**config.mk**
```make
export PLATFORM = sky130hd
export DESIGN_NAME = e2_sprite_render_flat
export DESIGN_NICKNAME = d
export VERILOG_FILES = /design/src/rtl/e2_sprite_render_if.sv /design/src/rtl/e2_sprite_render.sv /design/src/flat_wrapper.sv
export SDC_FILE = /design/constraint.sdc
export NUM_CORES = 1
export LEC_CHECK = 0
export CORE_ASPECT_RATIO = 1.25
export CORE_MARGIN = 4
export CORE_UTILIZATION = 52
export DETAILED_ROUTE_END_ITERATION = 10
export PLACE_DENSITY_LB_ADDON = 0.15
export SETUP_SLACK_MARGIN = 0.15
export SYNTH_ARGS = -nofsm -noshare
export SYNTH_HDL_FRONTEND = slang
export SYNTH_SLANG_ARGS = --single-unit
```
**constraint.sdc**
```tcl
create_clock -name clk -period 2.3 [get_ports clk]
set_input_delay 0.575 -clock clk [delete_from_list [all_inputs] [get_ports clk]]
set_output_delay 0.575 -clock clk [all_outputs]
set_load 0.02 [all_outputs]
```
**src/rtl/e2_sprite_render_if.sv**
```systemverilog
// Raster pixel bus: coordinate stream in, coloured pixel stream and sprite status out.
interface e2_sprite_render_if;
    logic       en;
    logic [3:0] x;
    logic [3:0] y;
    logic [3:0] pixel;
    logic       pixel_valid;
    logic [3:0] x_out;
    logic [3:0] y_out;
    logic [3:0] sprite_x;
    logic [3:0] sprite_y;
    logic [7:0] frame_count;

    modport master (
        output en, x, y,
        input  pixel, pixel_valid, x_out, y_out, sprite_x, sprite_y, frame_count
    );

    modport slave (
        input  en, x, y,
        output pixel, pixel_valid, x_out, y_out, sprite_x, sprite_y, frame_count
    );
endinterface

```
**src/rtl/e2_sprite_render.sv**
```systemverilog
// Two-stage raster pixel stage drawing a bordered sprite that bounces one pixel
// diagonally per completed 16x16 frame.
module e2_sprite_render #(
    parameter int unsigned SPRITE_W      = 4,
    parameter int unsigned SPRITE_H      = 3,
    parameter logic [3:0]  FG_COLOUR     = 4'hF,
    parameter logic [3:0]  BORDER_COLOUR = 4'h8,
    parameter logic [3:0]  BG_COLOUR     = 4'h0
) (
    input logic               clk,
    input logic               reset,
    e2_sprite_render_if.slave bus
);
    localparam int unsigned XMAX  = 16 - SPRITE_W;
    localparam int unsigned YMAX  = 16 - SPRITE_H;
    localparam logic [4:0]  XMAX5 = 5'(XMAX);
    localparam logic [4:0]  YMAX5 = 5'(YMAX);
    localparam logic [4:0]  W_M1  = 5'(SPRITE_W - 1);
    localparam logic [4:0]  H_M1  = 5'(SPRITE_H - 1);

    logic       s1_v;
    logic [3:0] s1_x, s1_y;
    logic       dir_x, dir_y;
    logic [3:0] pixel_q, x_out_q, y_out_q, sprite_x_q, sprite_y_q;
    logic       pixel_valid_q;
    logic [7:0] frame_count_q;

    logic [4:0] sx5, sy5, px5, py5, x_right, y_bottom;
    logic       hit_c, border_c, frame_end_c;
    logic [3:0] colour_c;
    logic [3:0] nxt_sprite_x, nxt_sprite_y;
    logic       nxt_dir_x, nxt_dir_y;

    // Hit and border tests in 5 bits so the right/bottom edge cannot wrap.
    assign sx5      = {1'b0, s1_x};
    assign sy5      = {1'b0, s1_y};
    assign px5      = {1'b0, sprite_x_q};
    assign py5      = {1'b0, sprite_y_q};
    assign x_right  = px5 + W_M1;
    assign y_bottom = py5 + H_M1;

    always_comb begin
        hit_c    = (sx5 >= px5) && (sx5 <= x_right) && (sy5 >= py5) && (sy5 <= y_bottom);
        border_c = hit_c && ((sx5 == px5) || (sx5 == x_right) ||
                             (sy5 == py5) || (sy5 == y_bottom));
        colour_c = BG_COLOUR;
        if (border_c)
            colour_c = BORDER_COLOUR;
        else if (hit_c)
            colour_c = FG_COLOUR;
    end

    assign frame_end_c = s1_v && (s1_x == 4'hF) && (s1_y == 4'hF);

    // Bounce rule: reflect off an edge by reversing and stepping one pixel back.
    always_comb begin
        nxt_sprite_x = sprite_x_q;
        nxt_dir_x    = dir_x;
        nxt_sprite_y = sprite_y_q;
        nxt_dir_y    = dir_y;
        if (XMAX != 0) begin
            if (!dir_x) begin
                if (px5 < XMAX5) begin
                    nxt_sprite_x = sprite_x_q + 4'd1;
                end else begin
                    nxt_dir_x    = 1'b1;
                    nxt_sprite_x = sprite_x_q - 4'd1;
                end
            end else if (sprite_x_q != 4'd0) begin
                nxt_sprite_x = sprite_x_q - 4'd1;
            end else begin
                nxt_dir_x    = 1'b0;
                nxt_sprite_x = 4'd1;
            end
        end
        if (YMAX != 0) begin
            if (!dir_y) begin
                if (py5 < YMAX5) begin
                    nxt_sprite_y = sprite_y_q + 4'd1;
                end else begin
                    nxt_dir_y    = 1'b1;
                    nxt_sprite_y = sprite_y_q - 4'd1;
                end
            end else if (sprite_y_q != 4'd0) begin
                nxt_sprite_y = sprite_y_q - 4'd1;
            end else begin
                nxt_dir_y    = 1'b0;
                nxt_sprite_y = 4'd1;
            end
        end
    end

    always_ff @(posedge clk or posedge reset) begin
        if (reset) begin
            s1_v          <= 1'b0;
            s1_x          <= 4'd0;
            s1_y          <= 4'd0;
            pixel_valid_q <= 1'b0;
            pixel_q       <= 4'd0;
            x_out_q       <= 4'd0;
            y_out_q       <= 4'd0;
            sprite_x_q    <= 4'd0;
            sprite_y_q    <= 4'd0;
            dir_x         <= 1'b0;
            dir_y         <= 1'b0;
            frame_count_q <= 8'd0;
        end else begin
            s1_v          <= bus.en;
            s1_x          <= bus.x;
            s1_y          <= bus.y;
            pixel_valid_q <= s1_v;
            if (s1_v) begin
                pixel_q <= colour_c;
                x_out_q <= s1_x;
                y_out_q <= s1_y;
            end
            if (frame_end_c) begin
                frame_count_q <= frame_count_q + 8'd1;
                sprite_x_q    <= nxt_sprite_x;
                sprite_y_q    <= nxt_sprite_y;
                dir_x         <= nxt_dir_x;
                dir_y         <= nxt_dir_y;
            end
        end
    end

    assign bus.pixel       = pixel_q;
    assign bus.pixel_valid = pixel_valid_q;
    assign bus.x_out       = x_out_q;
    assign bus.y_out       = y_out_q;
    assign bus.sprite_x    = sprite_x_q;
    assign bus.sprite_y    = sprite_y_q;
    assign bus.frame_count = frame_count_q;
endmodule

```
**src/flat_wrapper.sv**
```systemverilog
// flat-port wrapper written by rule: the top's interface ports become plain ports
module e2_sprite_render_flat 
#(
    parameter int unsigned SPRITE_W      = 4,
    parameter int unsigned SPRITE_H      = 3,
    parameter logic [3:0]  FG_COLOUR     = 4'hF,
    parameter logic [3:0]  BORDER_COLOUR = 4'h8,
    parameter logic [3:0]  BG_COLOUR     = 4'h0
)
  (clk, reset, bus_en, bus_x, bus_y, bus_pixel, bus_pixel_valid, bus_x_out, bus_y_out, bus_sprite_x, bus_sprite_y, bus_frame_count);
  e2_sprite_render_if bus_i ();
  input logic clk;
  input logic reset;
  input wire logic [$bits(bus_i.en)-1:0] bus_en;
  input wire logic [$bits(bus_i.x)-1:0] bus_x;
  input wire logic [$bits(bus_i.y)-1:0] bus_y;
  output wire logic [$bits(bus_i.pixel)-1:0] bus_pixel;
  output wire logic [$bits(bus_i.pixel_valid)-1:0] bus_pixel_valid;
  output wire logic [$bits(bus_i.x_out)-1:0] bus_x_out;
  output wire logic [$bits(bus_i.y_out)-1:0] bus_y_out;
  output wire logic [$bits(bus_i.sprite_x)-1:0] bus_sprite_x;
  output wire logic [$bits(bus_i.sprite_y)-1:0] bus_sprite_y;
  output wire logic [$bits(bus_i.frame_count)-1:0] bus_frame_count;
  assign bus_i.en = bus_en;
  assign bus_i.x = bus_x;
  assign bus_i.y = bus_y;
  assign bus_pixel = bus_i.pixel;
  assign bus_pixel_valid = bus_i.pixel_valid;
  assign bus_x_out = bus_i.x_out;
  assign bus_y_out = bus_i.y_out;
  assign bus_sprite_x = bus_i.sprite_x;
  assign bus_sprite_y = bus_i.sprite_y;
  assign bus_frame_count = bus_i.frame_count;
  e2_sprite_render #(.SPRITE_W(SPRITE_W), .SPRITE_H(SPRITE_H), .FG_COLOUR(FG_COLOUR), .BORDER_COLOUR(BORDER_COLOUR), .BG_COLOUR(BG_COLOUR)) u_core (.clk(clk), .reset(reset), .bus(bus_i));
endmodule
```
Word-level counts from Yosys, hierarchy flattened
Cells that the tools add are included.
- logic and storage cells: 56
- bits in registers: 40
- output and inout bits: 29
- reduce and logical (&&, ||, !) cells: 11
- magnitude comparators: 6
- multiplexer cells: 14
- add/sub/neg operators: 7
- equality and inequality tests: 6
- operators by type and width (kind ; number):
    2-to-1 mux 4 bit ; 8
    adder 4 x 2 -> 5 bit (second input constant) ; 2
    equality test 4 x 5 -> 1 bit ; 2
    less-or-equal comparator 4 x 5 -> 1 bit ; 2
    adder 4 x 1 -> 4 bit (second input constant) ; 2
    adder 8 x 1 -> 8 bit (second input constant) ; 1
    equality test 4 bit ; 2
    equality test 4 bit (second input constant) ; 2
    >= comparator 4 bit ; 2
    less-than comparator 4 bit (second input constant) ; 2
    nonzero test 4 bit ; 2
    subtractor 4 x 1 -> 4 bit (second input constant) ; 2
    logical AND 1 bit ; 6
    2-to-1 mux 1 bit ; 6
    logical OR 1 bit ; 3

Logic depth before layout (Yosys ltp)
Gate-level depths: netlist (run 1).
- depth after elaboration: 7
- mapped depth: 9
- depth with buffers taken out: 8

Least setup slack after synthesis (run 1)
No wires, ideal clock.
- path kind: register to register
- start: register u_core.sprite_x_q[0], in the netlist u_core.bus.sprite_x[0]
- end: register u_core.pixel_q[2], in the netlist u_core.bus.pixel[2]
- cell stages (with the launch flop): 9
- path buffers: 0
- library setup time: 0.110 ns
- arrival time: 2.158 ns
- data required time: 2.190 ns
- path slack: 0.031 ns
- path through: dfrtp_1 > inv_1 > ha_1 > xor2_1 > ha_1 > a21o_1 > a221oi_1 > o221ai_1 > o41ai_1
- cells in the longest elaborated chain, start to end: 7
- elaborated cells between the ends (all ways): 14
- RTL lines (what ; line ; RTL):
    from (decl) ; e2_sprite_render.sv:24 ; logic [3:0] pixel_q, x_out_q, y_out_q, sprite_x_q, sprite_y_q;
    from (signal assigned) ; e2_sprite_render.sv:119 ; sprite_x_q <= nxt_sprite_x;
    adder 4 x 2 -> 5 bit ; e2_sprite_render.sv:39 ; assign x_right = px5 + W_M1;
    less-or-equal comparator 4 x 5 -> 1 bit / equality test 4 x 5 -> 1 bit (equally long branches) ; e2_sprite_render.sv:43, e2_sprite_render.sv:44 ;
    logical AND 1 bit / logical OR 1 bit (equally long branches) (2 in series) ; e2_sprite_render.sv:43, e2_sprite_render.sv:44 ;
    logical AND 1 bit / logical OR 1 bit (equally long branches) ; e2_sprite_render.sv:43, e2_sprite_render.sv:45 ;
    2-to-1 mux 4 bit / logical AND 1 bit (equally long branches) ; e2_sprite_render.sv:49, e2_sprite_render.sv:44 ;
    2-to-1 mux 4 bit * ; e2_sprite_render.sv:47 ; if (border_c)
    to (signal assigned) ; e2_sprite_render.sv:113 ; pixel_q <= colour_c;
    to (decl) ; e2_sprite_render.sv:24 ;
Every way passes the cells marked *; elsewhere a longest branch is shown, timed or not.
A chain may end at the register's enable or synchronous reset.

Worst setup path in the final report (run 1)
- start: register u_core.sprite_x_q[0], in the netlist u_core.bus.sprite_x[0]
- end: register u_core.pixel_q[3], in the netlist u_core.bus.pixel[3]
Same word-level chain as after synthesis.

==> results.json, run 1 <==
{
  "outcome": "finished clean",
  "wl_um": 4890,
  "fp.dieW_um": 66.6,
  "yosysTopAreaCell": "dfrtp_1",
  "wl_met3_um": 277,
  "synth_warnings": 0,
  "track_usage_pct": 19.4,
  "rsz0062_at_grt": "true",
  "p_seq_share_pct": 49.7,
  "drt_iter0_drc": 85,
  "fp-row-count": 26,
  "dp_hpwl_um": 3350,
  "synth_area_leaders": "dfrtp_1 43%, ha_1 14%, xnor2_1 3.9%",
  "top_layer": "met4",
  "drt_pre_antenna_iters": 4,
  "rrSetupSlack_ns": 0.19,
  "cp-startpoint": "u_core.bus.sprite_x[0]$_DFFE_PP0P_",
  "synth.most_common_cell": "dfrtp_1",
  "relSlewSlack_pct": 65.5,
  "routedWlPerCell_um": 15.4,
  "fillers": 329,
  "synth_area_um2": 2230,
  "maxCapViolCount": 0,
  "worstPathMaxFanout": 4,
  "gp_congestion": 0.814,
  "finalWorstSetupSlack_ns": 0.192,
  "hold_depth": 1,
  "ys.flop_type": "dfrtp_1",
  "hold_ws_ns": 0.472,
  "core_um2": 4130,
  "vias": 1763,
  "clk_pin_slew_worst_paths_ns": 0.08,
  "fin_skew_ns": 0.00700,
  "critPathArrivalTime_ns": 2.30,
  "clock_latency_ns": 0.29,
  "rr_startpoint": "u_core.bus.sprite_x[0]$_DFFE_PP0P_",
  "clock-root-buffer": "clkbuf_8",
  "start_kind": "flip-flop",
  "ys_ff_latch": 38,
  "timing.setup.tns_ns": 0,
  "area_growth_pct": 30.5,
  "wl_met1_um": 2100,
  "ant_nets": 0,
  "ir_worst_vdd_mv": 0.427,
  "hold_path.class": "reg2reg",
  "synth_top_area_share_pct": 42.6,
  "min_period_over_period_pct": 91.7,
  "r2r_cells": 7,
  "async_flop_share_pct": 100,
  "p_sw_share_pct": 26.7,
  "power_density_nw_per_um2": 499,
  "netlist_top_cells_count": "38 x dfrtp_1, 25 x ha_1, 15 x inv_1",
  "boundaryPins": 40,
  "drt-vias-per-instance": 5.54,
  "start_util_pct": 54.1,
  "grt_max_degree": 39,
  "ys_seq_area_share_pct": 42.6,
  "final_nets": 297,
  "grt_pass1_vias": 1745,
  "synth_cell_types": 48,
  "diodes": 0,
  "numCtsBuffers": 5,
  "setup.worst_path.end": "u_core.bus.pixel[3]$_DFFE_PP0P_",
  "gr-total-overflow": 0,
  "post_synth_inst_count": 214,
  "p_int_mw": 1.07,
  "clock_sinks": 38,
  "drc_errors": 0,
  "critPathRequiredTime_ns": 2.49,
  "cp-end-kind": "flip-flop",
  "port_buffers": 39,
  "worst_pin_slew_ns": 0.514,
  "synth_edf_count": 0,
  "htreeDepth": 2,
  "power.leakage_nw": 1.26,
  "reg2reg_to": "u_core.bus.pixel[3]$_DFFE_PP0P_",
  "die-area_um2": 5420,
  "finalHoldViolCount": 0,
  "fin_util_pct": 70.6,
  "max_freq_mhz": 474,
  "p_comb_share_pct": 18.1,
  "drive_above_1_share_pct": 19.8,
  "crit_type": "reg2reg",
  "cts_tree": "built",
  "synth_area_per_cell_um2": 10.4,
  "pre_cts_ws_ns": 0.102,
  "antenna_found_initial": 0,
  "finalCriticalPeriod_ns": 2.11,
  "met2WireLength_um": 2460,
  "switchingPower_mw": 0.389,
  "setup_viol": 0,
  "synthesis.nets": 250,
  "pwr-share-clk_pct": 32.2,
  "grt_pass1_wl_um": 7910,
  "chipHeight_um": 81.3,
  "maxSlewViolCount": 0,
  "power_mw": 1.46,
  "cts_buffer_depth": 2
}
-- state kept, by name, summed over array words and instances, names as in the netlist --
name / cells
u_core.s1_y: 4
u_core.dir_y: 1
u_core.bus.y_out: 4
u_core.bus.pixel_valid: 1
u_core.dir_x: 1
u_core.s1_x: 4
u_core.bus.sprite_x: 4
u_core.bus.x_out: 4
u_core.bus.sprite_y: 4
u_core.bus.pixel: 2
u_core.bus.frame_count: 8
u_core.s1_v: 1
-- cell type report --
class,count,area (um2),share of cell area (%)
Sequential cell,38,957,32.8
Clock buffer,7,86.3,2.96
Timing Repair Buffer,51,480,16.5
Clock inverter,1,5.00,0.172
Inverter,18,72.6,2.49
Multi-Input combinational cell,147,1240,42.7
Tap cell,56,70.1,2.40
-- worst min-delay path by stage --
stage	startpoint	end	slack [ns]
after floorplan	u_core.s1_v$_DFF_PP0_	u_core.bus.pixel_valid$_DFF_PP0_	0.39
final	u_core.bus.frame_count[7]$_DFFE_PP0P_	u_core.bus.frame_count[7]$_DFFE_PP0P_	0.47
after detailed placement	u_core.bus.frame_count[7]$_DFFE_PP0P_	u_core.bus.frame_count[7]$_DFFE_PP0P_	0.47
after global placement	u_core.bus.frame_count[7]$_DFFE_PP0P_	u_core.bus.frame_count[7]$_DFFE_PP0P_	0.46
after global routing	u_core.bus.frame_count[7]$_DFFE_PP0P_	u_core.bus.frame_count[7]$_DFFE_PP0P_	0.48
after CTS	u_core.bus.frame_count[7]$_DFFE_PP0P_	u_core.bus.frame_count[7]$_DFFE_PP0P_	0.48
-- critical path, cell delays in order (launching register included) --
cell and delay [ns]:
dfrtp_2 0.40, inv_4 0.06, ha_1 0.35, ha_1 0.30, and3_4 0.20, a221oi_4 0.30
a211oi_2 0.08, o41ai_2 0.32
-- metal layers --
metal  vias up  global-route usage [%]
met2        45                    31.9
li1        866                       -
met4         0                    5.89
met5         -                       0
met1       847                    24.2
met3         5                    6.09
-- placed cells by master, fill, tap and decap left out, types with 7 or more instances in the layout --
master	instances
nand2b_1	7
nand4_1	7
dfrtp_1	33
mux2_2	7
buf_4	12
a21oi_1	7
xnor2_1	10
inv_1	13
clkdlybuf4s50_1	39
o21ai_1	9
ha_1	24
nand2_1	11
-- power by group through the flow --
stage	sequential (mW)	combinational, mW	clock (mW)
finish	0.724	0.263	0.469
global route	0.727	0.286	0.513
CTS	0.723	0.239	0.482
detailed placement	0.737	0.227	0
global placement	0.738	0.223	0
floorplan	0.758	0.111	0
-- through the flow --
stage,area (um2),cells
final,2920,318
after detailed placement,2700,307
after global placement,2700,307
after CTS,2830,316
after global routing,2920,318
after floorplan,2240,214
-- cells by family after synthesis --
group	synth area share [%]
DFF	42.6
buffers and inverters	5.82
and+or+nand+nor	12.2
xor gates and xnor gates	4.31
muxes	3.98
adders and majority gates	14.0
AOI/OAI and AO/OA	17.2
-- timing repair --
item / 4_1_cts / 5_1_grt
hold buffers: 0 / 0
buffers inserted: 1 / 2
pin swaps: 2 / 9
resized for setup: 8 / 14
endpoints found under the setup margin: 2 / 2
Note: power is estimated with default switching activity, not from simulation.
==> inputs of run 2 (changes only) <==
CORE_MARGIN = default   (was 4)
SKIP_LAST_GASP = 1   (was default)
==> run 2 against run 1 <==
Wire length fell by 3.1%. Flip-flop and latch count unchanged. First-iteration DRC count down 28%. Design area fell by 1.6%.
==> results.json, run 2 (synthesized netlist as in run 1, its figures left out) <==
{
  "finalHoldViolCount": 0,
  "rsz0062_at_grt": "true",
  "cts_buffer_depth": 2,
  "stdcell_area_um2": 2870,
  "final_cell_mix": "39 x clkdlybuf4s50_1, 33 x dfrtp_1, 24 x ha_1",
  "crit_type": "reg2out",
  "diodes": 0,
  "met2WireLength_um": 2380,
  "clock_sinks": 38,
  "fp-row-count": 26,
  "clock_latency_ns": 0.29,
  "grt_max_degree": 39,
  "dp_hpwl_um": 3360,
  "cp-end-kind": "output port",
  "worstPathMaxFanout": 6,
  "p_sw_share_pct": 26.2,
  "place_area_um2": 2700,
  "cts_tree": "built",
  "rrSetupSlack_ns": 0.20,
  "port_buffers": 39,
  "grt_pass1_vias": 1663,
  "outcome": "finished clean",
  "wl_met3_um": 203,
  "relSlewSlack_pct": 60.0,
  "worst_pin_slew_ns": 0.600,
  "clk_pin_slew_worst_paths_ns": 0.08,
  "fin_skew_ns": 0.00978,
  "core_um2": 4100,
  "switchingPower_mw": 0.376,
  "pwr-share-clk_pct": 32.6,
  "critPathRequiredTime_ns": 1.73,
  "start_kind": "flip-flop",
  "boundaryPins": 40,
  "critPathArrivalTime_ns": 1.52,
  "chipHeight_um": 75.3,
  "drt_pre_antenna_iters": 4,
  "finalCriticalPeriod_ns": 2.10,
  "timing.setup.tns_ns": 0,
  "routedWlPerCell_um": 14.9,
  "drt-vias-per-instance": 5.69,
  "htreeDepth": 2,
  "fp.dieW_um": 60.6,
  "numCtsBuffers": 5,
  "die-area_um2": 4570,
  "place_inst": 306,
  "clock-root-buffer": "clkbuf_8",
  "drc_errors": 0,
  "p_int_mw": 1.06,
  "hold_ws_ns": 0.476,
  "start_util_pct": 54.5,
  "power_density_nw_per_um2": 501,
  "hold_path.class": "reg2reg",
  "max_freq_mhz": 477,
  "drive_above_1_share_pct": 17.9,
  "power.leakage_nw": 1.24,
  "largest_reg_flops": 8,
  "wl_um": 4740,
  "min_period_over_period_pct": 91.2,
  "maxCapViolCount": 0,
  "vias": 1814,
  "area_growth_pct": 28.4,
  "fin_cells": 319,
  "r2r_cells": 8,
  "hold_depth": 1,
  "gp_congestion": 0.775,
  "top_layer": "met4",
  "p_comb_share_pct": 17.1,
  "grt_pass1_wl_um": 7580,
  "gr-total-overflow": 0,
  "track_usage_pct": 22.6,
  "ant_nets": 0,
  "ir_worst_vdd_mv": 0.360,
  "final_nets": 298,
  "layout_commonest_cell": "clkdlybuf4s50_1",
  "maxSlewViolCount": 0,
  "setup_viol": 0,
  "drt_iter0_drc": 61,
  "antenna_found_initial": 0,
  "fin_util_pct": 70.0,
  "wl_met1_um": 2060,
  "p_seq_share_pct": 50.3
}
## run 2: cell count changes in the layout (fill, tap and decap cells not counted), sizes merged
cell | previous run | this run
buf | 12 | 13
## run 2: final cells by class
type	count	area, um2
well taps	56	70.1
clock buffers	7	86.3
inverters	18	75.1
fillers	342	1230
flip-flops and latches	38	957
repair buffers	52	488
clock inverters	1	5.00
multi-input cells	147	1190
## run 2: critical path, cell delays in order (launching register included)
cell and delay (ns):
dfrtp_2 0.45, buf_4 0.17, clkdlybuf4s50_1 0.61
## run 2: layer usage
| layer | track usage (%) | up-vias |
|---|---|---|
| met5 | 0 | - |
| met1 | 27.6 | 872 |
| met3 | 6.11 | 11 |
| met2 | 38.3 | 55 |
| met4 | 7.83 | 0 |
| li1 | - | 876 |
## run 2: metrics by stage
step,setup slack (ns),power (mW)
after floorplan,0.179,0.869
after global placement,0.171,0.960
after detailed placement,0.0459,0.963
after CTS,0.160,1.45
after global routing,0.0985,1.52
final,0.202,1.44
## run 2: final timing paths
path / startpoint / to
min: u_core.bus.frame_count[7]$_DFFE_PP0P_ / u_core.bus.frame_count[7]$_DFFE_PP0P_
min reg2reg: u_core.bus.frame_count[7]$_DFFE_PP0P_ / u_core.bus.frame_count[7]$_DFFE_PP0P_
max: u_core.bus.sprite_x[2]$_DFFE_PP0P_ / bus_sprite_x[2]
min in group asynchronous: reset / u_core.bus.frame_count[5]$_DFFE_PP0P_
max reg2reg: u_core.bus.sprite_x[1]$_DFFE_PP0P_ / u_core.bus.pixel[2]$_DFFE_PP0P_
max in group asynchronous: reset / u_core.bus.sprite_x[0]$_DFFE_PP0P_
## run 2: timing repair
item | 4_1_cts | 5_1_grt
resized for setup | 3 | 12
pin swaps | 0 | 7
endpoints found under the setup margin | 1 | 3
cloned | 0 | 0
setup buffers | 1 | 4
endpoints found under the hold margin | 0 | 0
hold buffers | 0 | 0
## run 2: power by group through the flow
stage	combinational [mW]	clock, mW	sequential [mW]
after global routing	0.267	0.523	0.729
after detailed placement	0.226	0	0.737
after CTS	0.236	0.487	0.723
final	0.245	0.469	0.724
after global placement	0.223	0	0.737
after floorplan	0.111	0	0.758
==> inputs of run 3 (changes only) <==
REMOVE_ABC_BUFFERS = 1   (was default)
==> run 3 against run 2 <==
Cell count shrank 0.31%. Sequential power is essentially flat. Highest routed layer unchanged. Sequential share of layout area shrank 0.26 points. Non-clock buffer count shrank 1. Largest cell class unchanged. Wire length shrank 2.0%. Combinational power grew 2%. Clock skew shrank 0.0026 ns. Die area is the same.
==> results.json, run 3 (synthesized netlist as in run 1, its figures left out) <==
{
  "outcome": "finished clean",
  "dp_hpwl_um": 3370,
  "final_nets": 297,
  "hold_ws_ns": 0.492,
  "core_um2": 4100,
  "diodes": 0,
  "crit_path_top_delay_cell": "dfrtp_1",
  "ant_nets": 0,
  "finalCriticalPeriod_ns": 2.12,
  "hold_path.class": "reg2reg",
  "relSlewSlack_pct": 55.4,
  "clock_latency_ns": 0.29,
  "clock-root-buffer": "clkbuf_8",
  "drt_iter0_drc": 72,
  "fp-row-count": 26,
  "cts-hold-fix-buffers": 0,
  "cp-end-kind": "flip-flop",
  "clock_sinks": 38,
  "largest_reg_flops": 8,
  "chipHeight_um": 75.3,
  "antenna_found_initial": 0,
  "htreeDepth": 2,
  "critPathArrivalTime_ns": 2.30,
  "numCtsBuffers": 5,
  "timing.setup.tns_ns": 0,
  "gp_congestion": 0.832,
  "fp.dieW_um": 60.6,
  "multiInputGateArea_um2": 1210,
  "wl_um": 4650,
  "maxSlewViolCount": 0,
  "worstPathMaxFanout": 3,
  "critPathRequiredTime_ns": 2.48,
  "clk_pin_slew_worst_paths_ns": 0.08,
  "layout_commonest_cell": "clkdlybuf4s50_1",
  "drc_errors": 0,
  "track_usage_pct": 22.1,
  "boundaryPins": 40,
  "vias": 1753,
  "grt_pass1_wl_um": 7380,
  "power_density_nw_per_um2": 505,
  "fin_skew_ns": 0.00714,
  "rsz0062_at_grt": "false",
  "drt-vias-per-instance": 5.51,
  "grt_max_degree": 39,
  "start_kind": "flip-flop",
  "port_buffers": 39,
  "routedWlPerCell_um": 14.6,
  "min_period_over_period_pct": 92.3,
  "regArea_um2": 953,
  "area_growth_pct": 28.9,
  "start_util_pct": 54.5,
  "gr-total-overflow": 0,
  "drive_above_1_share_pct": 17.9,
  "cts_tree": "built",
  "setup_viol": 0,
  "grt_pass1_vias": 1647,
  "fillers": 325,
  "fin_util_pct": 70.3,
  "crit_type": "reg2reg",
  "max_freq_mhz": 471,
  "worst_pin_slew_ns": 0.669,
  "die-area_um2": 4570,
  "cp_cell_sequence": "inv_2, ha_4, xor2_1, ha_1, a21o_1, a221oi_2, a211oi_1, o41ai_1",
  "drt_pre_antenna_iters": 4,
  "critPathMaxStageDelay_ns": 0.41,
  "maxCapViolCount": 0,
  "cts_buffer_depth": 2,
  "finalHoldViolCount": 0,
  "ir_worst_vdd_mv": 0.432,
  "power_mw": 1.46,
  "final_cell_mix": "39 x clkdlybuf4s50_1, 36 x dfrtp_1, 23 x ha_1",
  "power.leakage_nw": 1.25
}
## run 3: path summary, 6_finish.rpt
path | from | to | slack, ns | cells after the start
worst max-delay path | u_core.bus.sprite_x[1]$_DFFE_PP0P_ | u_core.bus.pixel[3]$_DFFE_PP0P_ | 0.18 | 8
worst min-delay path | u_core.bus.frame_count[7]$_DFFE_PP0P_ | u_core.bus.frame_count[7]$_DFFE_PP0P_ | 0.49 | 1
worst max register to register | u_core.bus.sprite_x[1]$_DFFE_PP0P_ | u_core.bus.pixel[3]$_DFFE_PP0P_ | 0.18 | 8
worst min register to register | u_core.bus.frame_count[7]$_DFFE_PP0P_ | u_core.bus.frame_count[7]$_DFFE_PP0P_ | 0.49 | 1
max in group asynchronous | reset | u_core.bus.sprite_y[1]$_DFFE_PP0P_ | 1.26 | 3
min in group asynchronous | reset | u_core.bus.pixel[2]$_DFFE_PP0P_ | 0.69 | 3
## run 3: what timing repair did
item,CTS,global route
resized for setup,3,11
endpoints found under the setup margin,1,3
pin swaps,0,8
buffers inserted,0,3
## run 3: stage by stage
step,cell area (um2),worst slack (ns),std cells
finish,2880,0.176,318
global route,2880,0.113,318
CTS,2810,0.162,315
detailed placement,2700,0.115,307
global placement,2700,0.203,307
floorplan,2170,0.0186,203
## run 3: final cells by class
class                      count  area share, %
timing repair buffer          51           16.7
clock inverter                 2          0.434
clock buffer                   6           2.87
multi-input combinational    147           42.1
sequential                    38           33.1
inverter                      18           2.35
tap                           56           2.43
## run 3: critical path, delay by kind of cell, from the launching register on
kind                     cells  cell delay, ns
AO/OA/AOI/OAI                4            0.87
XOR/XNOR                     1            0.14
adder cells (fa/ha/maj)      2            0.50
buffers and inverters        1            0.09
flip-flops                   1            0.41
## run 3: per-layer routing
layer / part of all wire, % / global-route usage [%] / vias up
met5: 0 / 0 / -
met3: 2.3 / 3.57 / 10
li1: - / - / 867
met1: 42 / 27.2 / 849
met2: 54 / 37.4 / 27
met4: 1.9 / 10.9 / 0
## run 3: where the power goes
part	switching [mW]	total [mW]	internal (mW)
clock network	0.242	0.483	0.241
logic	0.125	0.251	0.126
registers	0.0251	0.722	0.697
total	0.392	1.46	1.06
